===== src/rtl/alu_issue_arbiter.sv =====
// alu_issue_arbiter
// Shares one ALU between two requesters. Each requester has its own
// valid/ready handshake, and the two are served in round-robin order.
// Only one operation is in flight at a time. After LAT cycles the ALU
// results are captured and returned on a response channel tagged with
// the requester id. MULT and DIV are never sent to the ALU; they are
// answered straight away with an error response.

module alu_issue_arbiter #(
  parameter int unsigned LAT  = 1,
  parameter int unsigned TAGW = 4
) (
  input  logic              clk,
  input  logic              resetn,

  // Requester side: bit/slice i belongs to requester i
  input  logic [1:0]        req_valid,
  output logic [1:0]        req_ready,
  input  logic [5:0]        req_op,
  input  logic [1:0]        req_form,
  input  logic [3:0]        req_vec,
  input  logic [7:0]        req_lsel,
  input  logic [255:0]      req_opnd,
  input  logic [2*TAGW-1:0] req_tag,

  // ALU control and operand lines
  output logic [2:0]        alu_op,
  output logic              alu_form,
  output logic [1:0]        alu_vec,
  output logic [3:0]        alu_lsel,
  output logic [31:0]       alu_A,
  output logic [31:0]       alu_B,
  output logic [31:0]       alu_C,
  output logic [31:0]       alu_D,
  input  logic [31:0]       alu_Y1,
  input  logic [31:0]       alu_Y2,
  input  logic [7:0]        alu_cmp,

  // Response channel
  output logic              rsp_valid,
  input  logic              rsp_ready,
  output logic              rsp_id,
  output logic [TAGW-1:0]   rsp_tag,
  output logic [31:0]       rsp_Y1,
  output logic [31:0]       rsp_Y2,
  output logic [7:0]        rsp_cmp,
  output logic              rsp_err,
  output logic              busy
);

  typedef enum logic [1:0] {
    IDLE = 2'd0,
    EXEC = 2'd1,
    RESP = 2'd2
  } state_e;

  localparam logic [2:0] LatCnt = 3'(LAT);
  localparam logic [2:0] OpMult = 3'b001;
  localparam logic [2:0] OpDiv  = 3'b101;

  state_e            state_q;
  logic              lastGrant_q;
  logic [2:0]        waitCnt_q;

  logic              grantAny_d;
  logic              grantId_d;
  logic [2:0]        selOp_d;
  logic              selForm_d;
  logic [1:0]        selVec_d;
  logic [3:0]        selLsel_d;
  logic [127:0]      selOpnd_d;
  logic [TAGW-1:0]   selTag_d;
  logic              selIllegal_d;

  // Round-robin grant: a lone requester always wins; on a tie the
  // requester that did not win last time goes first.
  always_comb begin
    grantAny_d = 1'b0;
    grantId_d  = 1'b0;
    req_ready  = 2'b00;
    if (resetn && (state_q == IDLE) && (req_valid != 2'b00)) begin
      grantAny_d = 1'b1;
      if (req_valid == 2'b11) begin
        grantId_d = ~lastGrant_q;
      end else begin
        grantId_d = req_valid[1];
      end
      req_ready = grantId_d ? 2'b10 : 2'b01;
    end
  end

  // Steer the granted requester's payload onto a single set of lines.
  always_comb begin
    selOp_d   = req_op[2:0];
    selForm_d = req_form[0];
    selVec_d  = req_vec[1:0];
    selLsel_d = req_lsel[3:0];
    selOpnd_d = req_opnd[127:0];
    selTag_d  = req_tag[TAGW-1:0];
    if (grantId_d) begin
      selOp_d   = req_op[5:3];
      selForm_d = req_form[1];
      selVec_d  = req_vec[3:2];
      selLsel_d = req_lsel[7:4];
      selOpnd_d = req_opnd[255:128];
      selTag_d  = req_tag[2*TAGW-1:TAGW];
    end
    selIllegal_d = (selOp_d == OpMult) || (selOp_d == OpDiv);
  end

  // Issue/execute/respond sequencer; every output it drives is registered.
  always_ff @(posedge clk) begin
    if (!resetn) begin
      state_q     <= IDLE;
      lastGrant_q <= 1'b1;
      waitCnt_q   <= 3'd0;
      alu_op      <= 3'd0;
      alu_form    <= 1'b0;
      alu_vec     <= 2'd0;
      alu_lsel    <= 4'd0;
      alu_A       <= 32'd0;
      alu_B       <= 32'd0;
      alu_C       <= 32'd0;
      alu_D       <= 32'd0;
      rsp_valid   <= 1'b0;
      rsp_id      <= 1'b0;
      rsp_tag     <= '0;
      rsp_Y1      <= 32'd0;
      rsp_Y2      <= 32'd0;
      rsp_cmp     <= 8'd0;
      rsp_err     <= 1'b0;
      busy        <= 1'b0;
    end else begin
      case (state_q)
        IDLE: begin
          if (grantAny_d) begin
            lastGrant_q <= grantId_d;
            rsp_id      <= grantId_d;
            rsp_tag     <= selTag_d;
            busy        <= 1'b1;
            if (selIllegal_d) begin
              rsp_Y1    <= 32'd0;
              rsp_Y2    <= 32'd0;
              rsp_cmp   <= 8'd0;
              rsp_err   <= 1'b1;
              rsp_valid <= 1'b1;
              state_q   <= RESP;
            end else begin
              alu_op    <= selOp_d;
              alu_form  <= selForm_d;
              alu_vec   <= selVec_d;
              alu_lsel  <= selLsel_d;
              alu_A     <= selOpnd_d[127:96];
              alu_B     <= selOpnd_d[95:64];
              alu_C     <= selOpnd_d[63:32];
              alu_D     <= selOpnd_d[31:0];
              waitCnt_q <= LatCnt;
              state_q   <= EXEC;
            end
          end
        end

        EXEC: begin
          waitCnt_q <= waitCnt_q - 3'd1;
          if (waitCnt_q <= 3'd1) begin
            waitCnt_q <= 3'd0;
            rsp_Y1    <= alu_Y1;
            rsp_Y2    <= alu_Y2;
            rsp_cmp   <= alu_cmp;
            rsp_err   <= 1'b0;
            rsp_valid <= 1'b1;
            state_q   <= RESP;
          end
        end

        RESP: begin
          if (rsp_ready) begin
            rsp_valid <= 1'b0;
            busy      <= 1'b0;
            state_q   <= IDLE;
          end
        end

        default: begin
          rsp_valid <= 1'b0;
          busy      <= 1'b0;
          state_q   <= IDLE;
        end
      endcase
    end
  end

endmodule

===== config.mk =====
export PLATFORM = sky130hd
export DESIGN_NAME = alu_issue_arbiter
export DESIGN_NICKNAME = d
export VERILOG_FILES = /design/src/rtl/alu_issue_arbiter.sv
export SDC_FILE = /design/constraint.sdc
export NUM_CORES = 1
export LEC_CHECK = 0
export ABC_AREA = 1
export BUFFER_PORTS_ARGS = -buffer_cell sky130_fd_sc_hd__buf_2
export CAP_MARGIN = 40
export CORE_AREA = 2 2 226 228
export DETAILED_ROUTE_END_ITERATION = 12
export DIE_AREA = 0 0 228 230
export GPL_TIMING_DRIVEN = 0
export PLACE_DENSITY = 0.45
export SYNTH_ARGS = -nofsm -noshare
export SYNTH_HDL_FRONTEND = slang
export SYNTH_SLANG_ARGS = --single-unit

===== constraint.sdc =====
create_clock -name clk -period 3.4 [get_ports clk]
set_input_delay 0.68 -clock clk [delete_from_list [all_inputs] [get_ports clk]]
set_output_delay 0.68 -clock clk [all_outputs]
set_load 0.1 [all_outputs]

## Yosys cells after proc, flatten, opt, wreduce, memory -nomap -nowiden

Index checks and enable logic that the tools add are counted.
W data, S select, Z words.

- Mux-type cells: 40
- Add/subtract/negate cells: 1
- Order comparisons: 1
- Equal/unequal tests: 10
- Bitwise gates (word level): 3
- Reduce and logical (&&, ||, !) cells: 13

Operators by type and width:

| cell | number |
|---|---|
| $mux W128 | 1 |
| $mux W32 | 4 |
| $pmux W32 S2 | 2 |
| $mux W8 | 3 |
| $pmux W8 S2 | 1 |
| $mux W2 | 7 |
| $mux W3 | 4 |
| $reduce_and A3 Y1 | 4 |
| $mux W1 | 11 |
| $ne A2 B2 Y1 const B | 5 |
| $mux W4 | 2 |
| $reduce_and A4 Y1 | 2 |
| $pmux W1 S3 | 2 |
| $pmux W2 S3 | 1 |
| $pmux W3 S2 | 1 |
| $eq A2 B2 Y1 const B | 2 |
| $reduce_bool A2 Y1 | 2 |
| $eq A3 B1 Y1 const B | 1 |
| $eq A3 B3 Y1 const B | 1 |
| $le A3 B1 Y1 const B | 1 |
| $not A1 Y1 | 3 |
| $sub A3 B1 Y3 const B | 1 |
| $eq A2 B1 Y1 const B | 1 |
| $logic_and A1 B1 Y1 | 2 |
| 4 further kinds | 4 |

- Output and inout bits: 220
- Register bits: 224
- Word-level logic and storage cells: 87
- Input bits: 361

## Logic depth before layout (Yosys ltp)

Gate-level depths: netlist of the first run.

- Word-level depth: 11
- Gate-level depth with buffers: 12
- Mapped depth without buffers: 11

## Least setup slack after synthesis of the first run

Ideal clock, no wire load.

- Kind: input to output
- From: input req_valid[1]
- To: output req_ready[1]
- Path buffers: 2
- Required time: 2720 ps
- Setup slack: 993 ps
- Data arrival time: 1727 ps
- Stages: 6
- Path through: inv_1 a21oi_2 nand3_1 clkinv_1 clkbuf_1 buf_4

- Cells in the longest elaborated chain, start to end: 5
- Elaborated cells on any way between the ends: 7
- Classes of those cells: eq/ne (1); mux (4); reduce/logical (2)

Ends and longest elaborated chain:

| what | line | text |
|---|---|---|
| start, declared | 17 | `input logic [1:0] req_valid,` |
| $eq A2 B2 Y1 | 83 | `if (req_valid == 2'b11) begin` |
| $mux W1 | 83 |  |
| $mux W1 | 81 | `if (resetn && (state_q == IDLE) && (req_valid != 2'b00)) begin` |
| $mux W2 | 88 | `req_ready = grantId_d ? 2'b10 : 2'b01;` |
| $mux W2 * | 81 |  |
| end, declared | 18 | `output logic [1:0] req_ready,` |

Every way passes the cells marked *; elsewhere a longest branch is shown, timed or not. The select of a mux whose other input is x is not followed.

## Worst setup path after layout of the first run

- From: input resetn
- To: output req_ready[1]

- Cells in the longest elaborated chain, start to end: 3

Ends and longest elaborated chain:

| what | line | text |
|---|---|---|
| start, declared | 14 | `input logic resetn,` |
| $logic_and A1 B1 Y1 (2 in a row) | 81 |  |
| $mux W2 | 81 |  |

Every way passes these cells.

==> results of run 1 <==
-- per-layer routing --
metal | wire length [microns] | track usage | vias up
li1 | - | - | 6533
met1 | 21010 | 0.2185 | 5809
met2 | 24020 | 0.3175 | 473
met3 | 3330 | 0.04514 | 96
met4 | 1909 | 0.08027 | 6
met5 | 41 | 0 | -
-- through the flow --
step                      utilization  hold slack [ns]
after floorplan                     -           0.4396
after global placement         0.2874           0.4379
after detailed placement       0.2877           0.4358
after CTS                      0.3056           0.3847
after global routing           0.3063           0.4075
final                          0.3064           0.4046
-- power groups by stage --
stage	sequential, uW	combinational, uW	clock [uW]
2_1_floorplan	5870	1520	0
3_3_place_gp	3250	5370	0
3_5_place_dp	3260	5380	0
4_1_cts	3210	5390	3040
5_1_grt	3260	5690	3160
6_report	3210	5340	2950
-- cell families (layout without fill, tap and decap cells) --
group,Yosys count,count (layout)
other,0,14
adder cells (fa/ha/maj),2,2
AO/OA/AOI/OAI,209,209
XOR/XNOR,1,1
flip-flops,224,224
AND/OR/NAND/NOR,1047,1047
buffers and inverters,186,816
-- state kept, by name, indices dropped and copies added, names as in the netlist, 2 cells and up --
name and count:
alu_A 32, rsp_cmp 8, state_q 2, alu_C 32
alu_op 3, rsp_tag 4, rsp_Y1 32, alu_vec 2
rsp_Y2 32, alu_B 32, waitCnt_q 3, alu_D 32
alu_lsel 4
-- cell type report --
class,instances,area [sq um]
multi-input combinational,1259,5294
antenna,14,35.03
fill,5727,34580
sequential,224,4484
clock inverter,10,80.08
clock buffer,40,817.0
timing repair buffer,581,2918
inverter,52,198.9
buffer,133,610.6
tap,672,840.8
-- layout by cell type (no fill, tap or decap), drive strengths merged --
master / instances
nand3: 204
diode: 14
dfxtp: 224
nor2: 113
clkinv: 7
a21oi: 203
inv: 51
ha: 2
bufinv: 1
clkbuf: 95
xor2: 1
buf: 659
or2: 1
nand2: 727
clkinvlp: 3
nor3: 2
o21ai: 6
-- critical path: stages --
cell	delay [ns]
buf_2	0.12
inv_2	0.24
nor2_1	0.12
nand3_1	0.23
clkinvlp_4	0.47
buf_4	0.28
buf_2	0.28
-- worst min-delay path by stage --
stage,start,endpoint,slack [ns]
floorplan,waitCnt_q[1],waitCnt_q[1],0.44
global placement,rsp_err,rsp_err,0.44
detailed placement,rsp_err,rsp_err,0.44
CTS,req_tag[1],rsp_tag[1],0.38
global route,req_tag[3],rsp_tag[3],0.41
finish,req_tag[1],rsp_tag[1],0.40
==> flow_metrics.py, run 1 <==
metrics = {
    "place": {
        "place_congestion": 0.8979,
        "dpl-instance-area_sq_um": 14350,
        "dpl.cell_count": 2922,
        "numPortBuffers": 580,
        "dp_hpwl_microns": 40510,
        "preCtsSetupSlack_ns": 0.008910,
    },
    "grt": {
        "grt_pass1_wl_microns": 75240,
        "grt.overflow.total": 0,
        "antenna_found_initial": 17,
        "first_global_vias": 12843,
        "grt_max_degree": 16,
        "grt_usage": 0.1847,
    },
    "timing": {
        "setup_viol": 0,
        "relSlewSlack": 0.4841,
        "finalMaxSlewViolations": 0,
        "final.setup.worst_slack_ns": 0.2990,
        "finalSetupTns_ns": 0,
        "fin_crit_sh": 0.9121,
        "grt_setup_unrepaired": "no",
        "finClkSkew_ns": 0.008544,
        "tightest_slew_ns": 0.7739,
        "hold_violations": 0,
        "finalCriticalPeriod_ns": 3.101,
        "timing.fmax_mhz": 322.5,
    },
    "worst_setup_path": {
        "startpoint": "resetn",
        "startpoint_type": "input pin",
        "end_kind": "output pin",
        "critPathMaxFanout": 15,
        "worstSetupPathType": "in2out",
        "r2r-start": "lastGrant_q",
        "worstPathArrival_ns": 2.42,
        "critPathCapture": "req_ready[1]",
        "worstPathRequired_ns": 2.72,
        "r2r_slack_ns": 0.69,
        "reg2reg_depth": 9,
        "crit-reg2reg-capture": "alu_A[20]",
    },
    "detailed_routing": {
        "wl_per_cell_microns": 16.85,
        "num_vias": 12917,
        "viasPerCell": 4.327,
        "drt-total-wl_microns": 50310,
        "dr.pass1.iters": 5,
        "ant_nets": 0,
        "drc": 0,
        "drtIter0Drc": 562,
    },
    "synth": {
        "synthSimpleGateAreaFrac": 0.3977,
        "postSynthCellCount": 1669,
        "synth_edf_count": 0,
        "ys.flop_type": "dfxtp_1",
        "synth_top_area_frac": 0.4235,
        "synth-seq-cells": 224,
        "synth.most_common_cell": "nand2_1",
        "avgSynthCellArea_sq_um": 6.344,
        "yosys-top-cells-count": "nand2_1 (725), dfxtp_1 (224), nand3_1 (204), a21oi_1 (202), nor2_1 (111)",
        "synth_fa_ha_area_frac": 0.002364,
        "synth_area_leader_cell": "dfxtp_1",
        "synthMuxAreaShare": 0,
        "synth_top_family_by_area": "simple AND/OR/NAND/NOR gates",
        "synth_compound_area_frac": 0.09915,
        "ys_warn_count": 0,
        "async_flop_share": 0,
        "syn_area_sq_um": 10590,
        "synth.top_cells.by_area": "dfxtp_1 (42%), nand2_1 (26%), nand3_1 (9.6%)",
        "ys_seq_area_frac": 0.4235,
        "synth.net_count": 2032,
        "synth_cell_types": 20,
        "synthXorXnorAreaFrac": 0.0008272,
    },
    "floorplanning": {
        "io-pin-count": 581,
        "core_sq_um": 49860,
        "die-area_sq_um": 52440,
        "fp.dieH_microns": 230,
        "num_rows": 82,
        "die_w_microns": 228,
        "initial_core_util": 0.2123,
    },
    "cts": {
        "clock_latency_ns": 0.57,
        "cts_buffer_depth": 3,
        "cts_tree": "built",
        "postCtsHoldBufs": 0,
        "clk_pin_slew_ns": 0.06,
        "ctsResizeCount": 0,
        "cts_root_buf": "clkbuf_16",
        "cts_buffers": 28,
        "cts_setup_buffers": 0,
        "ctsHtreeMaxLevel": 1,
        "clock_sinks": 224,
    },
    "finish": {
        "finalInstanceArea_sq_um": 15280,
        "layout-drive-gt1-share": 0.3014,
        "fin_cells": 2985,
        "syn_to_final_growth_pct": 44.30,
        "final_nets": 2642,
    },
    "worst_hold_path": {
        "hp-class": "in2reg",
        "min_path_cells": 5,
    },
    "power_and_ir_drop": {
        "seq_power_share": 0.279,
        "p_sw_uw": 5733,
        "power.share.clock": 0.257,
        "p_sw_frac": 0.4987,
        "p_int_uw": 5764,
        "p_leak_uw": 0.007827,
        "p_comb_frac": 0.464,
        "powerDensity_nw_per_um2": 752.5,
        "ir_worst_vdd_v": 0.0003686,
        "finalPower_uw": 11500,
    },
    "run_status": {
        "outcome": "finished, final reports clean",
    },
    "job": {
        "maxCapViolations": 0,
    },
}
No activity file was read; power rests on OpenSTA's default activity.
==> inputs of run 2 (changes only) <==
- MAX_ROUTING_LAYER: unset -> met4
==> run 2 against run 1 <==
  * Sequential share of layout area about the same
  * Maximum frequency rose by 0.33%
  * Cell area about the same
  * Register-to-register slack about the same
  * First-iteration DRC count grew 1.4%
  * Hold slack improved by 0.0023 ns
  * Count of clock-buffer cells in the layout stayed put
  * Sequential cell count unchanged
  * Global-route usage increased by 0.55 points
  * Total power about the same
==> flow_metrics.py, run 2 (same netlist as run 1, synthesis figures left out) <==
metrics = {
    "worst_setup_path": {
        "end_kind": "output pin",
        "startpoint": "req_valid[1]",
        "startpoint_type": "input pin",
        "critPathMaxFanout": 15,
        "worstPathArrival_ns": 2.41,
        "worstSetupPathType": "in2out",
        "worstPathRequired_ns": 2.72,
        "r2r-start": "lastGrant_q",
        "reg2reg_depth": 9,
    },
    "run_status": {
        "outcome": "finished, final reports clean",
    },
    "timing": {
        "grt_setup_unrepaired": "no",
        "finalCriticalPeriod_ns": 3.091,
        "relSlewSlack": 0.4959,
        "hold_violations": 0,
        "finClkSkew_ns": 0.008408,
        "tightest_slew_ns": 0.7561,
        "timing.fmax_mhz": 323.5,
        "fin_crit_sh": 0.9091,
        "setup_viol": 0,
        "finalMaxSlewViolations": 0,
        "finalSetupTns_ns": 0,
    },
    "finish": {
        "layout_commonest_cell": "nand2_1",
        "final_nets": 2642,
        "finalInstanceArea_sq_um": 15290,
        "syn_to_final_growth_pct": 44.37,
        "fillCellCount": 5727,
        "layout-drive-gt1-share": 0.3014,
        "layout_common_cells": "nand2_1 (725), buf_2 (624), dfxtp_1 (224), nand3_1 (204), a21oi_1 (202)",
    },
    "place": {
        "numPortBuffers": 580,
        "dpl-instance-area_sq_um": 14350,
        "dp_hpwl_microns": 40510,
        "place_congestion": 0.9132,
    },
    "power_and_ir_drop": {
        "ir_worst_vdd_v": 0.0003647,
        "finalPower_uw": 11490,
        "p_leak_uw": 0.007827,
        "seq_power_share": 0.279,
        "p_comb_frac": 0.465,
        "p_int_uw": 5764,
        "p_sw_frac": 0.4983,
        "p_sw_uw": 5725,
        "power.share.clock": 0.256,
        "powerDensity_nw_per_um2": 751.6,
    },
    "cts": {
        "cts_tree": "built",
        "clk_pin_slew_ns": 0.06,
        "cts_buffer_depth": 3,
        "clock_sinks": 224,
        "cts_setup_buffers": 0,
        "cts_root_buf": "clkbuf_16",
        "cts_buffers": 28,
        "ctsHtreeMaxLevel": 1,
        "clock_latency_ns": 0.56,
    },
    "detailed_routing": {
        "dr.pass1.iters": 5,
        "drtIter0Drc": 570,
        "viasPerCell": 4.322,
        "ant_nets": 0,
        "drt-total-wl_microns": 50250,
        "wl_per_cell_microns": 16.82,
        "num_vias": 12914,
        "drc": 0,
    },
    "floorplanning": {
        "num_rows": 82,
        "io-pin-count": 581,
        "core_sq_um": 49860,
        "fp.dieH_microns": 230,
        "initial_core_util": 0.2123,
        "die-area_sq_um": 52440,
        "die_w_microns": 228,
    },
    "grt": {
        "grt_max_degree": 16,
        "grt_pass1_wl_microns": 75220,
        "antenna_found_initial": 17,
        "first_global_vias": 12856,
        "grt.overflow.total": 0,
        "grt_usage": 0.1903,
    },
    "worst_hold_path": {
        "min_path_cells": 5,
        "hold_start": "req_tag[1]",
        "hp-class": "in2reg",
    },
    "job": {
        "maxCapViolations": 0,
    },
}
## run 2: cell types whose count changed in the layout (fill, tap and decap cells not counted), sizes merged
cell	before	now
diode	14	17
## run 2: worst max-delay path, cell delays in order
cell and delay, ns:
buf_2 0.11, nor2_1 0.26, nor2_1 0.10, nand3_1 0.23, clkinvlp_4 0.46, buf_4 0.28
buf_2 0.28
## run 2: power groups by stage
stage / clock network [uW] / logic [uW] / registers [uW]
4_1_cts: 3040 / 5390 / 3210
3_5_place_dp: 0 / 5380 / 3260
6_report: 2940 / 5340 / 3210
2_1_floorplan: 0 / 1520 / 5870
5_1_grt: 3160 / 5690 / 3260
3_3_place_gp: 0 / 5370 / 3250
## run 2: final cells by class
type	count	area, sq um	area share
Tap cell	672	840.8	0.05501
Sequential cell	224	4484	0.2934
Antenna cell	17	42.54	0.002783
Multi-Input combinational cell	1259	5294	0.3463
Clock buffer	40	817.0	0.05345
Clock inverter	10	80.08	0.005239
Buffer	133	610.6	0.03994
Inverter	52	198.9	0.01301
Timing Repair Buffer	581	2918	0.1909
## run 2: final timing paths
check | end | slack, ns
setup reg to reg | alu_A[20] | 0.70
hold reg to reg | rsp_err | 0.44
setup / recovery | req_ready[1] | 0.31
hold / removal | rsp_tag[1] | 0.41
## run 2: per-stage QoR
step	worst slack [ns]	hold WS [ns]	cells	util
5_1_grt	0.1136	0.4075	2987	0.3065
6_report	0.3091	0.4069	2988	0.3066
4_1_cts	0.01809	0.3847	2971	0.3056
2_1_floorplan	0.9930	0.4396	1669	-
3_5_place_dp	0.008910	0.4358	2922	0.2877
3_3_place_gp	0.006079	0.4379	2921	0.2874
## run 2: layer usage
layer | part of all wire | global-route usage | vias to the layer above
met5 | 0 | - | -
met4 | 0.037 | 0.08027 | 0
met3 | 0.064 | 0.04377 | 98
met2 | 0.48 | 0.3174 | 450
met1 | 0.42 | 0.2197 | 5826
li1 | - | - | 6540
## run 2: what timing repair did
item                                    4_1_cts  5_1_grt
resized for setup                             0        1
pin swaps                                     0        0
hold buffers                                  0        0
gates cloned                                  0        0
endpoints found under the setup margin        1        1
